<file path="config.mk">
export PLATFORM = sky130hd
export DESIGN_NAME = calc_operand_unpack
export DESIGN_NICKNAME = d
export VERILOG_FILES = /design/src/rtl/calc_ops_pkg.sv /design/src/rtl/calc_word_decode.sv /design/src/rtl/calc_operand_unpack.sv
export SDC_FILE = /design/constraint.sdc
export NUM_CORES = 1
export LEC_CHECK = 0
export ABC_AREA = 1
export ABC_CLOCK_PERIOD_IN_PS = 6050
export BUFFER_PORTS_ARGS = -buffer_cell sky130_fd_sc_hd__buf_2
export CORE_ASPECT_RATIO = 1.75
export CORE_MARGIN = 2
export CORE_UTILIZATION = 60
export DETAILED_ROUTE_END_ITERATION = 8
export PLACE_DENSITY = 0.84
export SLEW_MARGIN = 30
export SYNTH_ARGS = -nofsm -noshare
export SYNTH_HDL_FRONTEND = slang
export SYNTH_SLANG_ARGS = --single-unit
</file>
<file path="constraint.sdc">
create_clock -name clk -period 6.05 [get_ports clk]
set_input_delay 0.9075 -clock clk [delete_from_list [all_inputs] [get_ports clk]]
set_output_delay 0.9075 -clock clk [all_outputs]
set_load 0.02 [all_outputs]
</file>
<file path="src/rtl/calc_ops_pkg.sv">
// Shared definitions for the calc_ops datapath: word field positions, opcodes,
// error codes and the operand-unpack FSM state type.
package calc_ops_pkg;

    localparam int unsigned WORD_W   = 48;
    localparam int unsigned PAY_W    = 40;
    localparam int unsigned OP_W     = 2 * PAY_W;

    localparam int unsigned APP_MSB  = 47;
    localparam int unsigned APP_LSB  = 45;
    localparam int unsigned RSVD_BIT = 44;
    localparam int unsigned SEL_BIT  = 43;
    localparam int unsigned IDX_MSB  = 42;
    localparam int unsigned IDX_LSB  = 40;

    localparam logic [2:0] APP_ADD   = 3'b001;
    localparam logic [2:0] APP_MUL   = 3'b010;
    localparam logic [2:0] APP_SHIFT = 3'b011;

    localparam logic [1:0] ERR_NONE    = 2'b00;
    localparam logic [1:0] ERR_APP     = 2'b01;
    localparam logic [1:0] ERR_SEQ     = 2'b10;
    localparam logic [1:0] ERR_TIMEOUT = 2'b11;

    typedef enum logic [1:0] {
        StIdle,
        StCollect,
        StIssue
    } state_e;

    function automatic logic app_legal(input logic [2:0] code);
        return (code == APP_ADD) || (code == APP_MUL) || (code == APP_SHIFT);
    endfunction

endpackage

</file>
<file path="src/rtl/calc_word_decode.sv">
// Combinational split of a tagged 48-bit word into its fields plus opcode legality.
module calc_word_decode
    import calc_ops_pkg::*;
(
    input  logic [WORD_W-1:0] word,
    output logic [2:0]        app,
    output logic              sel,
    output logic [2:0]        idx,
    output logic [PAY_W-1:0]  payload,
    output logic              app_ok
);

    assign app     = word[APP_MSB:APP_LSB];
    assign sel     = word[SEL_BIT];
    assign idx     = word[IDX_MSB:IDX_LSB];
    assign payload = word[PAY_W-1:0];
    assign app_ok  = app_legal(word[APP_MSB:APP_LSB]);

endmodule

</file>
<file path="src/rtl/calc_operand_unpack.sv">
// Reassembles four tagged words into two 80-bit operands and issues one start per
// frame to the compute core; operands are shadowed so the core sees stable values.
module calc_operand_unpack
    import calc_ops_pkg::*;
#(
    parameter int unsigned TIMEOUT = 1023
) (
    input  logic              clk,
    input  logic              rst_n,
    input  logic [WORD_W-1:0] din,
    input  logic              din_valid,
    output logic              din_ready,
    input  logic              busy,
    output logic              start,
    output logic [2:0]        app,
    output logic              sel,
    output logic [OP_W-1:0]   a,
    output logic [OP_W-1:0]   b,
    output logic              err,
    output logic [1:0]        err_code,
    output logic [7:0]        err_cnt
);

    localparam int unsigned TO_W = $clog2(TIMEOUT + 1);

    state_e            state;
    logic [1:0]        exp_idx;
    logic [TO_W-1:0]   to_cnt;
    logic [2:0]        app_l;
    logic              sel_l;
    logic [OP_W-1:0]   stage_a;
    logic [OP_W-1:0]   stage_b;

    logic [2:0]        w_app;
    logic              w_sel;
    logic [2:0]        w_idx;
    logic [PAY_W-1:0]  w_pay;
    logic              w_app_ok;

    logic              accept;
    logic              to_hit;
    logic              seq_ok;
    logic              frame_head;
    logic              err_fire;
    logic [1:0]        err_kind;

    calc_word_decode u_decode (
        .word    (din),
        .app     (w_app),
        .sel     (w_sel),
        .idx     (w_idx),
        .payload (w_pay),
        .app_ok  (w_app_ok)
    );

    always_comb begin
        accept     = din_valid & din_ready;
        to_hit     = (state == StCollect) && !accept && (to_cnt == TO_W'(TIMEOUT - 1));
        seq_ok     = (w_idx == {1'b0, exp_idx}) && (w_app == app_l) && (w_sel == sel_l);
        frame_head = w_app_ok && (w_idx == 3'd0);
        err_fire   = 1'b0;
        err_kind   = ERR_NONE;
        if (to_hit) begin
            err_fire = 1'b1;
            err_kind = ERR_TIMEOUT;
        end else if (accept) begin
            // Bad opcode outranks any sequencing problem on the same word.
            if (!w_app_ok) begin
                err_fire = 1'b1;
                err_kind = ERR_APP;
            end else if ((state == StIdle && w_idx != 3'd0) ||
                         (state == StCollect && !seq_ok)) begin
                err_fire = 1'b1;
                err_kind = ERR_SEQ;
            end
        end
    end

    always_ff @(posedge clk or negedge rst_n) begin
        if (!rst_n) begin
            state     <= StIdle;
            din_ready <= 1'b0;
            exp_idx   <= 2'd0;
            to_cnt    <= '0;
            app_l     <= 3'd0;
            sel_l     <= 1'b0;
            stage_a   <= '0;
            stage_b   <= '0;
            start     <= 1'b0;
            app       <= 3'd0;
            sel       <= 1'b0;
            a         <= '0;
            b         <= '0;
            err       <= 1'b0;
            err_code  <= ERR_NONE;
            err_cnt   <= 8'd0;
        end else begin
            start     <= 1'b0;
            err       <= err_fire;
            din_ready <= 1'b1;
            if (err_fire) begin
                err_code <= err_kind;
                if (err_cnt != 8'hff) err_cnt <= err_cnt + 8'd1;
            end

            case (state)
                StIdle: begin
                    if (accept && frame_head) begin
                        app_l                    <= w_app;
                        sel_l                    <= w_sel;
                        stage_a[OP_W-1 -: PAY_W] <= w_pay;
                        exp_idx                  <= 2'd1;
                        to_cnt                   <= '0;
                        state                    <= StCollect;
                    end
                end
                StCollect: begin
                    if (to_hit) begin
                        state <= StIdle;
                    end else if (accept) begin
                        to_cnt <= '0;
                        if (!w_app_ok) begin
                            state <= StIdle;
                        end else if (seq_ok) begin
                            case (exp_idx)
                                2'd1:    stage_a[PAY_W-1:0]       <= w_pay;
                                2'd2:    stage_b[OP_W-1 -: PAY_W] <= w_pay;
                                default: stage_b[PAY_W-1:0]       <= w_pay;
                            endcase
                            if (exp_idx == 2'd3) begin
                                state     <= StIssue;
                                din_ready <= 1'b0;
                            end else begin
                                exp_idx <= exp_idx + 2'd1;
                            end
                        end else if (frame_head) begin
                            // A fresh idx0 restarts the frame instead of being dropped.
                            app_l                    <= w_app;
                            sel_l                    <= w_sel;
                            stage_a[OP_W-1 -: PAY_W] <= w_pay;
                            exp_idx                  <= 2'd1;
                        end else begin
                            state <= StIdle;
                        end
                    end else begin
                        to_cnt <= to_cnt + 1'b1;
                    end
                end
                StIssue: begin
                    if (!busy) begin
                        start <= 1'b1;
                        a     <= stage_a;
                        b     <= stage_b;
                        app   <= app_l;
                        sel   <= sel_l;
                        state <= StIdle;
                    end else begin
                        din_ready <= 1'b0;
                    end
                end
                default: state <= StIdle;
            endcase
        end
    end

endmodule

</file>
==> results of run 1 <==
## sequential cells by signal, indices dropped and copies added, names as in the netlist, 2 cells and up
name,flops
stage_b,80
state,2
exp_idx,2
stage_a,80
app_l,3
err_code,2
to_cnt,10
a,80
err_cnt,8
app,3
b,80
## per-layer routing
| layer | global-route usage, % | wire length (um) | up-vias |
|---|---|---|---|
| met5 | 0 | 0 | - |
| met4 | 16.56 | 2146 | 0 |
| met3 | 4.230 | 1828 | 104 |
| met2 | 48.30 | 18150 | 361 |
| met1 | 33.37 | 12970 | 5468 |
| li1 | - | - | 5316 |
## power groups by stage
stage | registers [uW] | logic [uW] | clock network [uW]
6_report | 2700 | 1030 | 2070
5_1_grt | 2720 | 1160 | 2190
4_1_cts | 2700 | 1040 | 2100
3_5_place_dp | 2740 | 1030 | 0
3_3_place_gp | 2730 | 968 | 0
2_1_floorplan | 2790 | 653 | 0
## logic make-up (layout without fill, tap and decap cells)
logic type	Yosys count	after routing	share of synthesized area (%)
AND/OR/NAND/NOR	689	689	19.04
XOR/XNOR	10	10	0.6102
adder cells (fa/ha/maj)	10	10	0.8716
AO/OA/AOI/OAI	263	263	9.919
other	0	2	0
flip-flops	355	355	61.88
buffers and inverters	278	495	7.679
## worst paths after layout
check	slack, ns	startpoint	to	depth (start not counted)
setup / recovery	2.91	state[1]	stage_b[3]	10
max in group asynchronous	4.18	rst_n	stage_b[55]	3
min in group clk	0.47	a[10]	a[10]	2
hold / removal	0.38	rst_n	stage_a[36]	1
setup reg to reg	2.91	state[1]	stage_b[3]	10
hold reg to reg	0.47	a[10]	a[10]	2
## final cells by class
| cell class | instances | area (um^2) | area share (%) |
|---|---|---|---|
| Sequential cell | 355 | 8884 | 52.89 |
| Multi-Input combinational cell | 972 | 4397 | 26.18 |
| Tap cell | 304 | 380.4 | 2.264 |
| Clock buffer | 38 | 800.8 | 4.767 |
| Timing Repair Buffer | 238 | 1305 | 7.769 |
| Inverter | 202 | 763.2 | 4.544 |
| Antenna cell | 2 | 5.005 | 0.02980 |
| Clock inverter | 17 | 262.8 | 1.564 |
## layout by cell type (no fill, tap or decap), types with 3 or more instances in the layout
cell	synthesis	routed
nand2_1	568	568
dfrtp_1	355	355
buf_2	14	226
o21ai_0	215	215
inv_1	199	198
nor2_1	70	69
clkbuf_16	0	30
o21ai_2	27	27
nand3_1	24	24
o21ai_1	14	14
ha_1	10	10
nor3_1	8	8
xor2_1	8	8
nand4_1	6	6
bufinv_16	0	6
clkbuf_1	55	6
clkinv_2	0	5
nor2_4	3	4
buf_4	2	4
nand4_4	2	3
a21oi_1	4	3
nand2_2	3	3
clkinv_4	0	3
buf_6	4	3
## through the flow
step	utilization (%)	worst slack (ns)	instances	cell area, um^2	hold slack [ns]
2_1_floorplan	-	3.875	1605	14360	0.4494
3_3_place_gp	66.75	2.519	2067	15640	0.4478
3_5_place_dp	67.00	2.434	2070	15690	0.4527
4_1_cts	71.54	2.644	2125	16760	0.4398
5_1_grt	71.71	2.636	2128	16800	0.4785
6_report	71.71	2.907	2128	16800	0.3780
==> impl_metrics.env, run 1 <==
export IMPL_status="finished clean"
export IMPL_syn_avg_cell_area_um2=8.944
export IMPL_syn_nets=1667
export IMPL_hold_viol=0
export IMPL_drt_iter0_markers=813
export IMPL_cts_hold_fix_buffers=0
export IMPL_drive_gt1_share_pct=18.17
export IMPL_viasPerCell=5.286
export IMPL_grt_pass1_vias=11170
export IMPL_seqPwrFrac_pct=46.6
export IMPL_die_area_um2=25230
export IMPL_first_pass_iters=5
export IMPL_yosysTopAreaCell="dfrtp_1"
export IMPL_cp_start_kind="flip-flop"
export IMPL_yosysSeqAreaShare_pct=61.88
export IMPL_nFillCells=1685
export IMPL_syn_inst=1605
export IMPL_root_buffer="clkbuf_16"
export IMPL_arrival_ns=3.60
export IMPL_gp_congestion=0.8111
export IMPL_async_flop_share_pct=100.0
export IMPL_p_switching_uw=1689
export IMPL_rsz0062_at_grt="no"
export IMPL_core_area_um2=23430
export IMPL_path_class="reg2reg"
export IMPL_overflow=0
export IMPL_period_needed_ns=3.143
export IMPL_post_cts_buffers=0
export IMPL_cts_buffers=30
export IMPL_grt_pass1_wl_um=56620
export IMPL_p_sw_share_pct=29.11
export IMPL_routed_wl_um=35090
export IMPL_area_growth_synth_to_final_pct=17.01
export IMPL_combPwrFrac_pct=17.8
export IMPL_cpMostUsedCell="inv_1"
export IMPL_cts_path_max_buffers=3
export IMPL_maxSlewViolCount=0
export IMPL_vias=11250
export IMPL_final_setup_viol_count=0
export IMPL_cp_data_required_time_ns=6.50
export IMPL_cp_slowest_stage_delay_ns=0.51
export IMPL_post_cts_resized=0
export IMPL_total_power_uw=5801
export IMPL_grt_use_total_pct=28.20
export IMPL_drc=0
export IMPL_yosys_register_bits=355
export IMPL_yosysMostFrequentCell="nand2_1"
export IMPL_slew_headroom_pct=36.36
export IMPL_insertion_delay_ns=0.56
export IMPL_clk_pin_slew_worst_paths_ns=0.07
export IMPL_clockPowerShare_pct=35.6
export IMPL_crit_path_end_kind="flip-flop"
export IMPL_min_path_type="in2async"
export IMPL_synth_cell_types=30
export IMPL_synth_area_leaders="dfrtp_1 62%, nand2_1 15%, o21ai_0 7.5%"
export IMPL_die_h_um=208.6
export IMPL_synth_common_cells="568 x nand2_1, 355 x dfrtp_1, 215 x o21ai_0"
export IMPL_crit_buf_inv=4
export IMPL_grt_start_max_net_pins=186
export IMPL_die_x_um=120.9
export IMPL_worst_pin_slew_ns=0.9547
export IMPL_final_antenna_net_count=0
export IMPL_htreeDepth=1
export IMPL_vdd_drop_max_v=0.0002834
export IMPL_power_density_nw_per_um2=345.3
export IMPL_p_int_uw=4112
export IMPL_fmax_mhz=318.2
export IMPL_cp_cell_sequence="inv_1 -> ha_1 -> inv_1 -> nor2_1 -> nand4_2 -> nand4_4 -> buf_4 -> nand2_1 -> o21ai_0 -> inv_1"
export IMPL_synth_warnings=0
export IMPL_path_delay_family="simple AND/OR/NAND/NOR gates"
export IMPL_synth_top_area_share_pct=61.88
export IMPL_nets=1861
export IMPL_start_util_pct=61.28
export IMPL_place_port_buffers=227
export IMPL_p_leak_uw=0.009109
export IMPL_dp_hpwl_um=23140
export IMPL_cts_sinks=355
export IMPL_syn_area_um2=14360
export IMPL_tns_ns=0
export IMPL_finClkSkew_ns=0.02460
export IMPL_drv_cap=0
export IMPL_io_pins=229
export IMPL_synth_flop_cell="dfrtp_1"
export IMPL_final_period_utilization_pct=51.95
export IMPL_wl_per_cell_um=16.49
export IMPL_rows=74
export IMPL_antenna_found_initial=2
export IMPL_cp_slowest_cell="nand4_4"
export IMPL_path_max_fanout=41
export IMPL_synth_edf_count=0
export IMPL_cts_tree="yes"
No activity file was read; power rests on OpenSTA's default activity.
==> run 2: changes to the inputs <==
--- a/config.mk
+++ b/config.mk
@@ -6,13 +6,13 @@
 export NUM_CORES = 1
 export LEC_CHECK = 0
 export ABC_AREA = 1
-export ABC_CLOCK_PERIOD_IN_PS = 6050
+export ABC_CLOCK_PERIOD_IN_PS = 2900
 export BUFFER_PORTS_ARGS = -buffer_cell sky130_fd_sc_hd__buf_2
 export CORE_ASPECT_RATIO = 1.75
 export CORE_MARGIN = 2
-export CORE_UTILIZATION = 60
+export CORE_UTILIZATION = 56
 export DETAILED_ROUTE_END_ITERATION = 8
-export PLACE_DENSITY = 0.84
+export PLACE_DENSITY = 0.79
 export SLEW_MARGIN = 30
 export SYNTH_ARGS = -nofsm -noshare
 export SYNTH_HDL_FRONTEND = slang
==> constraint.sdc (replaced) <==
create_clock -name clk -period 2.9 [get_ports clk]
set_input_delay 0.435 -clock clk [delete_from_list [all_inputs] [get_ports clk]]
set_output_delay 0.435 -clock clk [all_outputs]
set_load 0.02 [all_outputs]
==> run 2 against run 1 <==
Effect of this change: worst setup slack got worse by 2.2 ns; first-iteration DRC count increased by 8.2%; die area increased by 7.0%; register-to-register slack got worse by 2.2 ns; global-route usage decreased by 2.1 points.
==> impl_metrics.env, run 2 (synthesis results as in run 1) <==
export IMPL_status="finished clean"
export IMPL_crit_path_end_kind="flip-flop"
export IMPL_clockPowerShare_pct=35.1
export IMPL_p_sw_share_pct=29.58
export IMPL_vdd_drop_max_v=0.0005848
export IMPL_arrival_ns=2.70
export IMPL_start_util_pct=56.87
export IMPL_cp_data_required_time_ns=3.38
export IMPL_crit_buf_inv=4
export IMPL_rows=77
export IMPL_period_needed_ns=2.221
export IMPL_die_h_um=215.8
export IMPL_combPwrFrac_pct=18.2
export IMPL_area_growth_synth_to_final_pct=17.95
export IMPL_path_delay_family="simple AND/OR/NAND/NOR gates"
export IMPL_grt_pass1_vias=11150
export IMPL_htreeDepth=1
export IMPL_grt_use_total_pct=26.08
export IMPL_final_setup_viol_count=0
export IMPL_cp_slowest_stage_delay_ns=0.40
export IMPL_maxSlewViolCount=0
export IMPL_cts_sinks=355
export IMPL_dp_cells=2097
export IMPL_io_pins=229
export IMPL_drive_gt1_share_pct=18.71
export IMPL_nets=1877
export IMPL_vias=11200
export IMPL_path_max_fanout=10
export IMPL_p_leak_uw=0.009172
export IMPL_min_path_type="in2reg"
export IMPL_hold_viol=0
export IMPL_layout_common_cells="568 x nand2_1, 355 x dfrtp_1, 226 x buf_2, 215 x o21ai_0, 198 x inv_1"
export IMPL_cp_slowest_cell="dfrtp_1"
export IMPL_antenna_found_initial=1
export IMPL_cp_num_cells=12
export IMPL_stdcell_count=2156
export IMPL_grt_start_max_net_pins=105
export IMPL_cpMostUsedCell="nand2_1"
export IMPL_overflow=0
export IMPL_die_x_um=125.0
export IMPL_p_int_uw=8487
export IMPL_root_buffer="clkbuf_16"
export IMPL_die_area_um2=26980
export IMPL_cp_start_kind="flip-flop"
export IMPL_p_switching_uw=3566
export IMPL_layout_commonest_cell="nand2_1"
export IMPL_r2r_cells=12
export IMPL_viasPerCell=5.192
export IMPL_final_period_utilization_pct=76.59
export IMPL_cts_buffers=31
export IMPL_cts_path_max_buffers=3
export IMPL_seqPwrFrac_pct=46.7
export IMPL_min_path_cells=3
export IMPL_path_class="reg2reg"
export IMPL_core_area_um2=25240
export IMPL_finClkSkew_ns=0.02042
export IMPL_tns_ns=0
export IMPL_post_cts_buffers=0
export IMPL_insertion_delay_ns=0.58
export IMPL_place_port_buffers=227
export IMPL_rsz0062_at_grt="no"
export IMPL_worst_pin_slew_ns=0.8996
export IMPL_final_antenna_net_count=0
export IMPL_wl_per_cell_um=16.03
export IMPL_routed_wl_um=34560
export IMPL_cp_cell_sequence="inv_1 -> ha_1 -> inv_1 -> nor2_1 -> nand4_2 -> o21ai_0 -> inv_1 -> nand2_1 -> buf_4 -> nand2_1 -> nand2_1 -> nand2_1"
export IMPL_dp_hpwl_um=23420
export IMPL_fmax_mhz=450.2
export IMPL_power_density_nw_per_um2=711.9
export IMPL_slew_headroom_pct=40.03
export IMPL_drt_iter0_markers=880
export IMPL_clk_pin_slew_worst_paths_ns=0.07
export IMPL_drv_cap=0
export IMPL_gp_congestion=0.8347
export IMPL_first_pass_iters=5
export IMPL_drc=0
export IMPL_grt_pass1_wl_um=56700
export IMPL_cts_tree="yes"
run 2: worst paths after layout:
check / from / endpoint / slack, ns
max: state[1] / err_cnt[5] / 0.68
min: din[8] / stage_b[8] / 0.09
max reg2reg: state[1] / err_cnt[5] / 0.68
min reg2reg: stage_a[8] / a[8] / 0.46
max in group asynchronous: rst_n / a[46] / 1.59
min in group asynchronous: rst_n / a[35] / 0.41
run 2: power groups by stage:
stage / Clock (uW) / Combinational [uW] / Sequential [uW]
final: 4230 / 2200 / 5630
after detailed placement: 0 / 2190 / 5710
after floorplan: 0 / 1360 / 5820
after global routing: 4520 / 2480 / 5670
after global placement: 0 / 2140 / 5700
after CTS: 4290 / 2220 / 5620
run 2: stage by stage:
stage	total power, uW	setup WS [ns]	utilization (%)	instance area (um^2)	hold slack (ns)
CTS	12130	0.6461	67.07	16930	0.07197
detailed placement	7905	0.5451	62.88	15870	0.4537
global route	12670	0.4809	67.08	16930	0.08887
finish	12050	0.6788	67.08	16930	0.08931
floorplan	7183	0.9762	-	14360	0.1394
global placement	7835	0.6150	62.88	15870	0.4490
run 2: layout make-up:
type                            count  area, um^2
Clock inverter                     13       181.4
Antenna cell                        1       2.502
Multi-Input combinational cell    972        4397
Fill cell                        1978        8310
Clock buffer                       44       864.6
Tap cell                          316       395.4
Timing Repair Buffer              253        1444
Inverter                          202       763.2
Sequential cell                   355        8884
run 2: per-layer routing:
layer	wire length (um)	GRT usage, %	up-vias
met5	0	0	-
met4	2156	14.81	0
met3	1731	3.768	103
met2	17380	44.73	370
met1	13290	31.49	5362
li1	-	-	5360
run 2: tightest hold or removal path: stages:
cell     delay (ns)
buf_2          0.08
o21ai_0        0.07
inv_1          0.05
run 2: what timing repair did:
item | CTS | global route
gates resized for setup | 0 | 0
hold buffers | 1 | 0
endpoints found under the hold margin | 72 | 0
